===== src/rtl/pwm_cfg_pkg.sv =====
// pwm_cfg_pkg -- shared constants and types for the SPI-configured PWM
// register block.
//   * register addresses and CTRL/STATUS bit positions
//   * reset values of the active/shadow registers (width-independent bits)
//   * SPI frame FSM state encoding
//   * cfg_wr_t: one decoded write frame handed from the SPI FSM to the
//     register file
package pwm_cfg_pkg;

   localparam int FRAME_W = 16;
   localparam int ADDR_W  = 7;
   localparam int BYTE_W  = 8;

   localparam logic [ADDR_W-1:0] ADDR_CTRL   = 7'h00;
   localparam logic [ADDR_W-1:0] ADDR_PERIOD = 7'h01;
   localparam logic [ADDR_W-1:0] ADDR_DUTY   = 7'h02;
   localparam logic [ADDR_W-1:0] ADDR_STATUS = 7'h03;

   localparam int CTRL_EN_BIT       = 0;
   localparam int CTRL_FORCE_BIT    = 1;
   localparam int STAT_PENDING_BIT  = 0;
   localparam int STAT_FRAME_ERR_BIT = 1;

   // Replicated across DATA_W in the top: period resets to all-ones,
   // duty to zero.
   localparam logic RST_PERIOD_BIT = 1'b1;
   localparam logic RST_DUTY_BIT   = 1'b0;

   typedef logic [2:0] spi_state_t;
   localparam spi_state_t ST_IDLE = 3'd0;
   localparam spi_state_t ST_CMD  = 3'd1;
   localparam spi_state_t ST_DATA = 3'd2;
   localparam spi_state_t ST_DONE = 3'd3;
   localparam spi_state_t ST_ERR  = 3'd4;

   typedef struct packed {
      logic              vld;
      logic [ADDR_W-1:0] addr;
      logic [BYTE_W-1:0] data;
   } cfg_wr_t;

endpackage


===== src/rtl/pwm_sync_edge.sv =====
// pwm_sync_edge -- multi-flop synchronizer for an asynchronous input with
// single-cycle rise/fall pulses on the synchronized level.
//   clk, rst : clock, synchronous active-high reset
//   din      : asynchronous input
//   rise     : one-clk pulse on a synchronized 0->1 transition
//   fall     : one-clk pulse on a synchronized 1->0 transition
// RST_VAL sets the value the chain holds during reset. A chain reset to 0
// only produces a falling edge after a real high has propagated through.
module pwm_sync_edge #(
   parameter int   STAGES  = 2,
   parameter logic RST_VAL = 1'b0
) (
   input  logic clk,
   input  logic rst,
   input  logic din,
   output logic rise,
   output logic fall
);

   logic [STAGES-1:0] chain;
   logic              prev;

   always_ff @(posedge clk) begin
      if (rst) begin
         chain <= {STAGES{RST_VAL}};
         prev  <= RST_VAL;
      end else begin
         chain[0] <= din;
         for (int i = 1; i < STAGES; i++) chain[i] <= chain[i-1];
         prev <= chain[STAGES-1];
      end
   end

   assign rise =  chain[STAGES-1] & ~prev;
   assign fall = ~chain[STAGES-1] &  prev;

endmodule


===== src/rtl/pwm_cfg_spi.sv =====
// pwm_cfg_spi -- SPI (mode 0) slave holding PWM period/duty configuration.
// 16-bit frames: bit15 write(1)/read(0), bits14:8 address, bits7:0 data.
// Writes land in shadow registers; the shadow is copied to the active
// registers on period_end when pending, immediately while the PWM is
// disabled, or immediately on a CTRL force_update write.
//   clk, rst     : clock, synchronous active-high reset
//   spi_sck      : SPI clock (async, <= clk/4)
//   spi_cs_n     : frame select, active low (async)
//   spi_mosi     : serial data in, MSB first (async)
//   period_end   : one-clk pulse from the PWM core at each period end
//   spi_miso     : readback data
//   spi_miso_oe  : MISO pad enable
//   pwm_period   : active period
//   pwm_duty     : active duty, clamped to the active period
//   pwm_en       : PWM enable (CTRL bit0)
//   cfg_pending  : shadow differs from active
// Build option: PWM_CFG_READBACK_EN enables register readback on MISO;
// without it MISO is held low and read frames are silently accepted.
module pwm_cfg_spi
   import pwm_cfg_pkg::*;
#(
   parameter int DATA_W      = 8,
   parameter int SYNC_STAGES = 2
) (
   input  logic              clk,
   input  logic              rst,
   input  logic              spi_sck,
   input  logic              spi_cs_n,
   input  logic              spi_mosi,
   input  logic              period_end,
   output logic              spi_miso,
   output logic              spi_miso_oe,
   output logic [DATA_W-1:0] pwm_period,
   output logic [DATA_W-1:0] pwm_duty,
   output logic              pwm_en,
   output logic              cfg_pending
);

   // ---------------------------------------------------------------- sync
   logic sck_rise, sck_fall, cs_rise, cs_fall;
   logic [SYNC_STAGES-1:0] mosi_q;
   logic mosi_s;

   pwm_sync_edge #(.STAGES(SYNC_STAGES), .RST_VAL(1'b0)) u_sck_sync (
      .clk (clk), .rst (rst), .din (spi_sck),
      .rise(sck_rise), .fall(sck_fall)
   );

   // cs_n chain resets low: a frame already running at reset release
   // yields no falling edge until cs_n has been seen high.
   pwm_sync_edge #(.STAGES(SYNC_STAGES), .RST_VAL(1'b0)) u_cs_sync (
      .clk (clk), .rst (rst), .din (spi_cs_n),
      .rise(cs_rise), .fall(cs_fall)
   );

   // Same depth as the sck chain, so mosi_s lines up with sck_rise.
   always_ff @(posedge clk) begin
      if (rst) mosi_q <= '0;
      else begin
         mosi_q[0] <= spi_mosi;
         for (int i = 1; i < SYNC_STAGES; i++) mosi_q[i] <= mosi_q[i-1];
      end
   end
   assign mosi_s = mosi_q[SYNC_STAGES-1];

   // ----------------------------------------------------------- frame FSM
   spi_state_t           state;
   logic [3:0]           bit_cnt;
   logic [FRAME_W-1:0]   rx_sr;
   logic                 frame_err;
   cfg_wr_t              wr;

   always_ff @(posedge clk) begin
      if (rst) begin
         state     <= ST_IDLE;
         bit_cnt   <= '0;
         rx_sr     <= '0;
         frame_err <= 1'b0;
         wr        <= '0;
      end else begin
         wr.vld <= 1'b0;
         // Clear first so a discard in the same cycle still sets the flag.
         if (wr.vld && wr.addr == ADDR_STATUS && wr.data[STAT_FRAME_ERR_BIT])
            frame_err <= 1'b0;
         case (state)
            ST_IDLE: begin
               if (cs_fall) begin
                  state   <= ST_CMD;
                  bit_cnt <= '0;
               end
            end
            ST_CMD, ST_DATA: begin
               if (cs_rise) begin
                  state     <= ST_IDLE;
                  frame_err <= 1'b1;
               end else if (sck_rise) begin
                  rx_sr   <= {rx_sr[FRAME_W-2:0], mosi_s};
                  bit_cnt <= bit_cnt + 4'd1;
                  if (state == ST_CMD  && bit_cnt == 4'd7)  state <= ST_DATA;
                  if (state == ST_DATA && bit_cnt == 4'd15) state <= ST_DONE;
               end
            end
            ST_DONE: begin
               if (cs_rise) begin
                  state   <= ST_IDLE;
                  wr.vld  <= rx_sr[FRAME_W-1];
                  wr.addr <= rx_sr[FRAME_W-2:BYTE_W];
                  wr.data <= rx_sr[BYTE_W-1:0];
               end else if (sck_rise) begin
                  state <= ST_ERR;
               end
            end
            ST_ERR: begin
               if (cs_rise) begin
                  state     <= ST_IDLE;
                  frame_err <= 1'b1;
               end
            end
            default: state <= ST_IDLE;
         endcase
      end
   end

   // ------------------------------------------------------ register file
   logic [DATA_W-1:0] period_sh, duty_sh, period_act, duty_act;
   logic [DATA_W-1:0] period_sh_nxt, duty_sh_nxt;
   logic              force_upd;
   logic              en_q;

   always_comb begin
      period_sh_nxt = period_sh;
      duty_sh_nxt   = duty_sh;
      if (wr.vld && wr.addr == ADDR_PERIOD) period_sh_nxt = DATA_W'(wr.data);
      if (wr.vld && wr.addr == ADDR_DUTY)   duty_sh_nxt   = DATA_W'(wr.data);
   end

   assign force_upd = wr.vld && wr.addr == ADDR_CTRL && wr.data[CTRL_FORCE_BIT];

   always_ff @(posedge clk) begin
      if (rst) begin
         period_sh  <= {DATA_W{RST_PERIOD_BIT}};
         duty_sh    <= {DATA_W{RST_DUTY_BIT}};
         period_act <= {DATA_W{RST_PERIOD_BIT}};
         duty_act   <= {DATA_W{RST_DUTY_BIT}};
         en_q       <= 1'b0;
      end else begin
         period_sh <= period_sh_nxt;
         duty_sh   <= duty_sh_nxt;
         if (wr.vld && wr.addr == ADDR_CTRL) en_q <= wr.data[CTRL_EN_BIT];
         if (!en_q || force_upd) begin
            // Disabled: write straight through so cfg_pending never blips.
            period_act <= period_sh_nxt;
            duty_act   <= duty_sh_nxt;
         end else if (period_end && cfg_pending) begin
            // Pre-write shadow; a coincident write stays pending.
            period_act <= period_sh;
            duty_act   <= duty_sh;
         end
      end
   end

   assign cfg_pending = (period_sh != period_act) || (duty_sh != duty_act);
   assign pwm_en      = en_q;
   assign pwm_period  = period_act;
   assign pwm_duty    = (duty_act > period_act) ? period_act : duty_act;

   // ------------------------------------------------------------ readback
`ifdef PWM_CFG_READBACK_EN
   logic [BYTE_W-1:0] rd_data, tx_sr;
   logic [ADDR_W-1:0] rd_addr;

   // Address is complete on the 8th rising edge: last bit still in mosi_s.
   assign rd_addr = {rx_sr[ADDR_W-2:0], mosi_s};

   always_comb begin
      rd_data = '0;
      case (rd_addr)
         ADDR_CTRL:   rd_data[CTRL_EN_BIT] = en_q;
         ADDR_PERIOD: rd_data = BYTE_W'(period_sh);
         ADDR_DUTY:   rd_data = BYTE_W'(duty_sh);
         ADDR_STATUS: begin
            rd_data[STAT_PENDING_BIT]   = cfg_pending;
            rd_data[STAT_FRAME_ERR_BIT] = frame_err;
         end
         default: rd_data = '0;
      endcase
   end

   always_ff @(posedge clk) begin
      if (rst) begin
         tx_sr    <= '0;
         spi_miso <= 1'b0;
      end else if (state == ST_CMD && sck_rise && !cs_rise && bit_cnt == 4'd7) begin
         tx_sr <= rd_data;
      end else if (state == ST_DATA && sck_fall) begin
         spi_miso <= tx_sr[BYTE_W-1];
         tx_sr    <= {tx_sr[BYTE_W-2:0], 1'b0};
      end else if (state == ST_IDLE) begin
         spi_miso <= 1'b0;
      end
   end

   assign spi_miso_oe = (state != ST_IDLE);
`else
   // sck falling edges and frame_err only feed the readback path.
   logic unused_rb;
   assign unused_rb   = ^{sck_fall, frame_err};
   assign spi_miso    = 1'b0;
   assign spi_miso_oe = 1'b0;
`endif

endmodule


===== config.mk =====
export PLATFORM = sky130hd
export DESIGN_NAME = pwm_cfg_spi
export DESIGN_NICKNAME = d
export VERILOG_FILES = /design/src/rtl/pwm_cfg_pkg.sv /design/src/rtl/pwm_sync_edge.sv /design/src/rtl/pwm_cfg_spi.sv
export SDC_FILE = /design/constraint.sdc
export NUM_CORES = 1
export LEC_CHECK = 0
export ABC_AREA = 1
export CAP_MARGIN = 20
export CORE_MARGIN = 3
export CORE_UTILIZATION = 40
export CTS_CLUSTER_DIAMETER = 200
export DETAILED_ROUTE_END_ITERATION = 10
export SYNTH_ARGS = -nofsm -noshare
export SYNTH_HDL_FRONTEND = slang
export SYNTH_SLANG_ARGS = --single-unit

===== constraint.sdc =====
create_clock -name clk -period 4.61 [get_ports clk]
set_input_delay 0.6915 -clock clk [delete_from_list [all_inputs] [get_ports clk]]
set_output_delay 0.6915 -clock clk [all_outputs]
set_load 0.1 [all_outputs]

Word-level counts from Yosys, hierarchy flattened
Cells that the tools add are included.
Cells by class
  add/subtract/negate cells: 1
  $lt $le $gt $ge: 1
  equal/unequal tests: 17
  muxes and demuxes: 20
  bitwise gates (word level): 8
  reductions and logical operators: 20
Operators with widths (count)
  8-bit 2-to-1 mux: 7
  3-bit 2-to-1 mux: 8
  8-bit inequality test: 2
  4-bit 2-to-1 mux: 3
  3-bit one-hot mux with 4 select lines: 1
  8-bit > comparator: 1
  2-bit inequality test (second input constant): 4
  4-bit one-hot mux with 2 select lines: 1
  7-bit by 1-bit == test with 1-bit output (second input constant): 1
  7-bit by 2-bit == test with 1-bit output (second input constant): 1
  1-bit logical AND: 7
  7-bit zero test: 1
  3-bit by 2-bit == test with 1-bit output (second input constant): 2
  3-bit inequality test (second input constant): 2
  1-bit NOT: 5
  5-bit AND reduction: 1
  4-bit by 1-bit adder with 4-bit output (second input constant): 1
  4-bit by 3-bit == test with 1-bit output (second input constant): 1
  4-bit == test (second input constant): 1
  4-bit inequality test (second input constant): 1
  4-bit AND reduction: 1
  2-bit nonzero test: 2
  1-bit bitwise AND: 3
  3-bit by 1-bit == test with 1-bit output (second input constant): 1
  8 further kinds: 9
Word-level totals
  register bits: 80
  input port bits: 6
  word-level logic and storage cells: 83

Longest topological paths before layout
  depth in word-level cells: 7
  gate-level depth with buffers: 11
  gate-level depth less buffers: 11

Cells and area by module
From an unflattened synthesis, not the netlist that was laid out.
Second synthesis, totals
  cells, all modules: 557
  area total of the unflattened synthesis: 3860.0 µm²
Modules (own cells, without submodules)
  pwm_cfg_spi: times used 1, cells each 533, area each 3672.3 µm², sequential area each 1481.4 µm²
  pwm_sync_edge: times used 2, cells each 12, area each 93.8 µm², sequential area each 60.1 µm²

Least setup slack after synthesis
No wires, ideal clock.
  kind: register -> output
  start: register period_act[7], in the netlist pwm_period[7]
  end: output port pwm_duty[0]
  arrival: 4.239 ns
  data required time: 3.919 ns
  slack: -0.320 ns
  cell stages (with the launch flop): 10
  buffers on the path: 1
  cell sequence: dfxtp_1 -> inv_1 -> ha_1 -> nand2_1 -> nor2_1 -> nand2_1 -> o211ai_1 -> o21ai_1 -> buf_2 -> o21ai_0
Between the ends
  longest elaborated chain between the ends: 2
Ends and longest elaborated chain
  start: declaration: RTL line pwm_cfg_spi.sv:125  | logic [DATA_W-1:0] period_sh, duty_sh, period_act, duty_act;
  start signal: assignment: RTL line pwm_cfg_spi.sv:143  | period_act <= {DATA_W{RST_PERIOD_BIT}};
  start signal: assignment: RTL line pwm_cfg_spi.sv:152  | period_act <= period_sh_nxt;
  start signal: assignment: RTL line pwm_cfg_spi.sv:156  | period_act <= period_sh;
  8-bit > comparator: RTL line pwm_cfg_spi.sv:165  | assign pwm_duty = (duty_act > period_act) ? period_act : duty_act;
  8-bit 2-to-1 mux: RTL line pwm_cfg_spi.sv:165
  end: declaration: RTL line pwm_cfg_spi.sv:34  | output logic [DATA_W-1:0] pwm_duty,
Every way passes these cells.

Final worst setup path
  start: register period_act[7], in the netlist pwm_period[7]
  end: output port pwm_duty[4]
The elaborated chain is that of the path after synthesis.

==> out/qor.yml <==
status: "complete, no violations"
tns_ps: 0
setup.worst_path.start_class: "register"
timing.rr.end: "duty_act[5]"
post_drt_via_cell_ratio: 4.73
final_max_slew_viol_count: 0
cts-resized-gates: 0
core_um2: 9280
critical_path_class: "reg2out"
io_pins: 26
cts_tree: "yes"
seqCellArea_um2: 1600
fill_cells: 1007
antenna_found_initial: 0
multiInputGateArea_um2: 1840
cp_cell_sequence: "inv_1, ha_1, nand2_1, nor2_1, nand3_1, o21ai_1, nand2_1, o21ai_0, buf_4"
clk_pin_slew_ps: 80
worstPathRequired_ps: 3920
cp.arrival_ps: 2560
track_usage_pct: 15.7
hold_start: "u_sck_sync.chain[0]"
clockBufferDepth: 2
place_congestion: 0.856
rows: 35
syn_to_final_growth_pct: 11.7
clock_sinks: 80
critical_path.endpoint_type: "primary output"
drtIter0Drc: 109
cp_max_fo: 16
grt_first_pass_wirelength_um: 14000
slew_headroom_pct: 29.9
reg2reg_from: "pwm_period[2]"
clock-root-buffer: "clkbuf_8"
syn_avg_cell_area_um2: 6.86
cap_violations: 0
crit_slowest_cell: "o21ai_1"
cts_buffers: 9
num_vias: 3365
place_area_um2: 4130
postCtsSetupBuffers: 0
grt_pass1_vias: 2967
wl_per_cell_um: 11.5
seqPwrFrac_pct: 54.3
hpwl_um: 6030
final_area_um2: 4300
cts_hold_buf: 0
grt_overflow: 0
die_w_um: 104
fmax_ghz: 0.308
dr.pass1.iters: 4
die_area_um2: 10800
syn_inst: 561
cpPeakStageDelay_ps: 620
whs_ps: 409
r2r_slack_ps: 2770
drive_gt1_share_pct: 10.6
fin_ws_ps: 1360
switching_share_pct: 28.2
ys_ff_latch: 80
p_int_w: 0.000956
comb_power_share_pct: 11.1
crit_top_cell: "nand2_1"
ys_types: 31
drc: 0
setup_viol: 0
power.density_nw_per_um2: 310
hp-class: "reg2reg"
ys_warn_count: 0
p_leak_nw: 1.96
n_antenna_cell: 0
die_h_um: 104
p_sw_w: 0.000376
fin_crit_ps: 3250
synth_seq_area_share_pct: 41.6
synth_area_um2: 3850
finalNetCount: 593
start_util_pct: 41.4
grt_max_degree: 35
routed_wirelength_um: 8220
worst_pin_slew_ps: 1050
fin_crit_sh_pct: 70.5
min_path_cells: 2
htree_levels: 3
hold_viol: 0
port_buffers: 23
insertion_delay_ps: 350
power.total_w: 0.00133
drtAntennaViolNets: 0
rsz0062_at_grt: "no"
reg2regPathDepth: 11
min_to: "u_sck_sync.chain[1]"
vdd_drop_max_mv: 0.143
clkPwrFrac_pct: 34.5
dp_slack_ps: 1730
finalClockSkew_ps: 7.73
==> cell type report <==
type,count,share of cell area (%)
Timing Repair Buffer,26,5.41
Multi-Input combinational cell,385,42.9
Inverter,76,6.64
Clock buffer,10,2.97
Tap cell,129,3.76
Clock inverter,6,1.05
Sequential cell,80,37.3
==> placed cells by master, fill, tap and decap left out, types with 2 or more instances in the layout <==
cell,synthesis,routed
a21oi_1,35,35
buf_4,3,11
clkbuf_8,0,9
clkdlybuf4s50_1,0,15
clkinvlp_4,0,3
conb_1,1,2
dfxtp_1,80,80
ha_1,9,9
inv_1,66,66
inv_2,10,10
nand2_1,134,134
nand2_2,5,5
nand3_1,41,41
nand3_2,3,3
nand4_1,3,3
nor2_1,72,72
nor2_2,7,7
nor3_1,7,7
o211ai_1,9,9
o21ai_0,41,41
o21ai_1,2,2
o21ai_2,9,9
==> Yosys cell counts, drive strengths merged <==
cell	n	share of area [%]
nand2	140	14
dfxtp	80	42
nor2	79	8.2
inv	76	7.4
o21ai	52	7.6
nand3	44	6.1
a21oi	35	4.6
clkbuf	11	1.1
buf	10	2.0
ha	9	2.9
o211ai	9	1.8
nor3	8	1.2
nand4	3	0.49
conb	1	0.097
nand3b	1	0.20
nor4	1	0.16
or2	1	0.16
xor2	1	0.23
==> layer usage <==
metal,track usage (%),wire length (um),vias to the layer above
li1,-,-,1815
met4,4.94,124,0
met5,0,0,-
met2,27.3,3950,39
met3,3.66,222,11
met1,19.1,3920,1500
==> flip-flops by register name, summed over array words and instances (netlist names) <==
name,cells
bit_cnt,4
duty_act,8
duty_sh,8
mosi_q,2
period_sh,8
pwm_en,1
pwm_period,8
rx_sr,16
state,3
u_cs_sync.chain,2
u_cs_sync.prev,1
u_sck_sync.chain,2
u_sck_sync.prev,1
wr,16
==> logic make-up (layout without fill, tap and decap cells) <==
logic type	count (synthesis)	in the layout	share of synthesized area (%)
simple gates	277	277	30.6
buf+inv	97	118	10.5
compound gates	96	96	14.0
flops	80	80	41.6
fa+ha+maj	9	9	2.93
other cells	1	2	0.0975
xor+xnor	1	1	0.228
==> how the worst max path moves through the flow <==
stage                              from          end  slack (ps)  depth (start not counted)
after floorplan           pwm_period[7]  pwm_duty[0]        -320                          9
after global placement    pwm_period[7]  pwm_duty[3]        1830                          9
after detailed placement  pwm_period[7]  pwm_duty[4]        1730                          9
after CTS                 pwm_period[7]  pwm_duty[4]        1340                          9
after global routing      pwm_period[7]  pwm_duty[1]        1050                          9
final                     pwm_period[7]  pwm_duty[4]        1360                          9
==> power groups by stage <==
| stage | Combinational, W | Clock [W] | Sequential (W) |
|---|---|---|---|
| after floorplan | 0.000123 | 0 | 0.000736 |
| after global placement | 0.000146 | 0 | 0.000739 |
| after detailed placement | 0.000149 | 0 | 0.000739 |
| after CTS | 0.000150 | 0.000472 | 0.000723 |
| after global routing | 0.000169 | 0.000502 | 0.000726 |
| final | 0.000148 | 0.000460 | 0.000723 |
==> per-stage QoR <==
stage	util (%)	std cells
6_report	46.3	712
5_1_grt	46.3	712
4_1_cts	46.3	712
3_5_place_dp	44.4	696
3_3_place_gp	44.4	696
2_1_floorplan	-	562
==> worst max-delay path, delay by kind of cell (launching register included) <==
family | cells | cell delay, ps
AOI/OAI and AO/OA | 2 | 740
adders and majority gates | 1 | 300
buffers and inverters | 2 | 400
DFF | 1 | 370
and+or+nand+nor | 4 | 400
(Power assumes the default switching activity.)
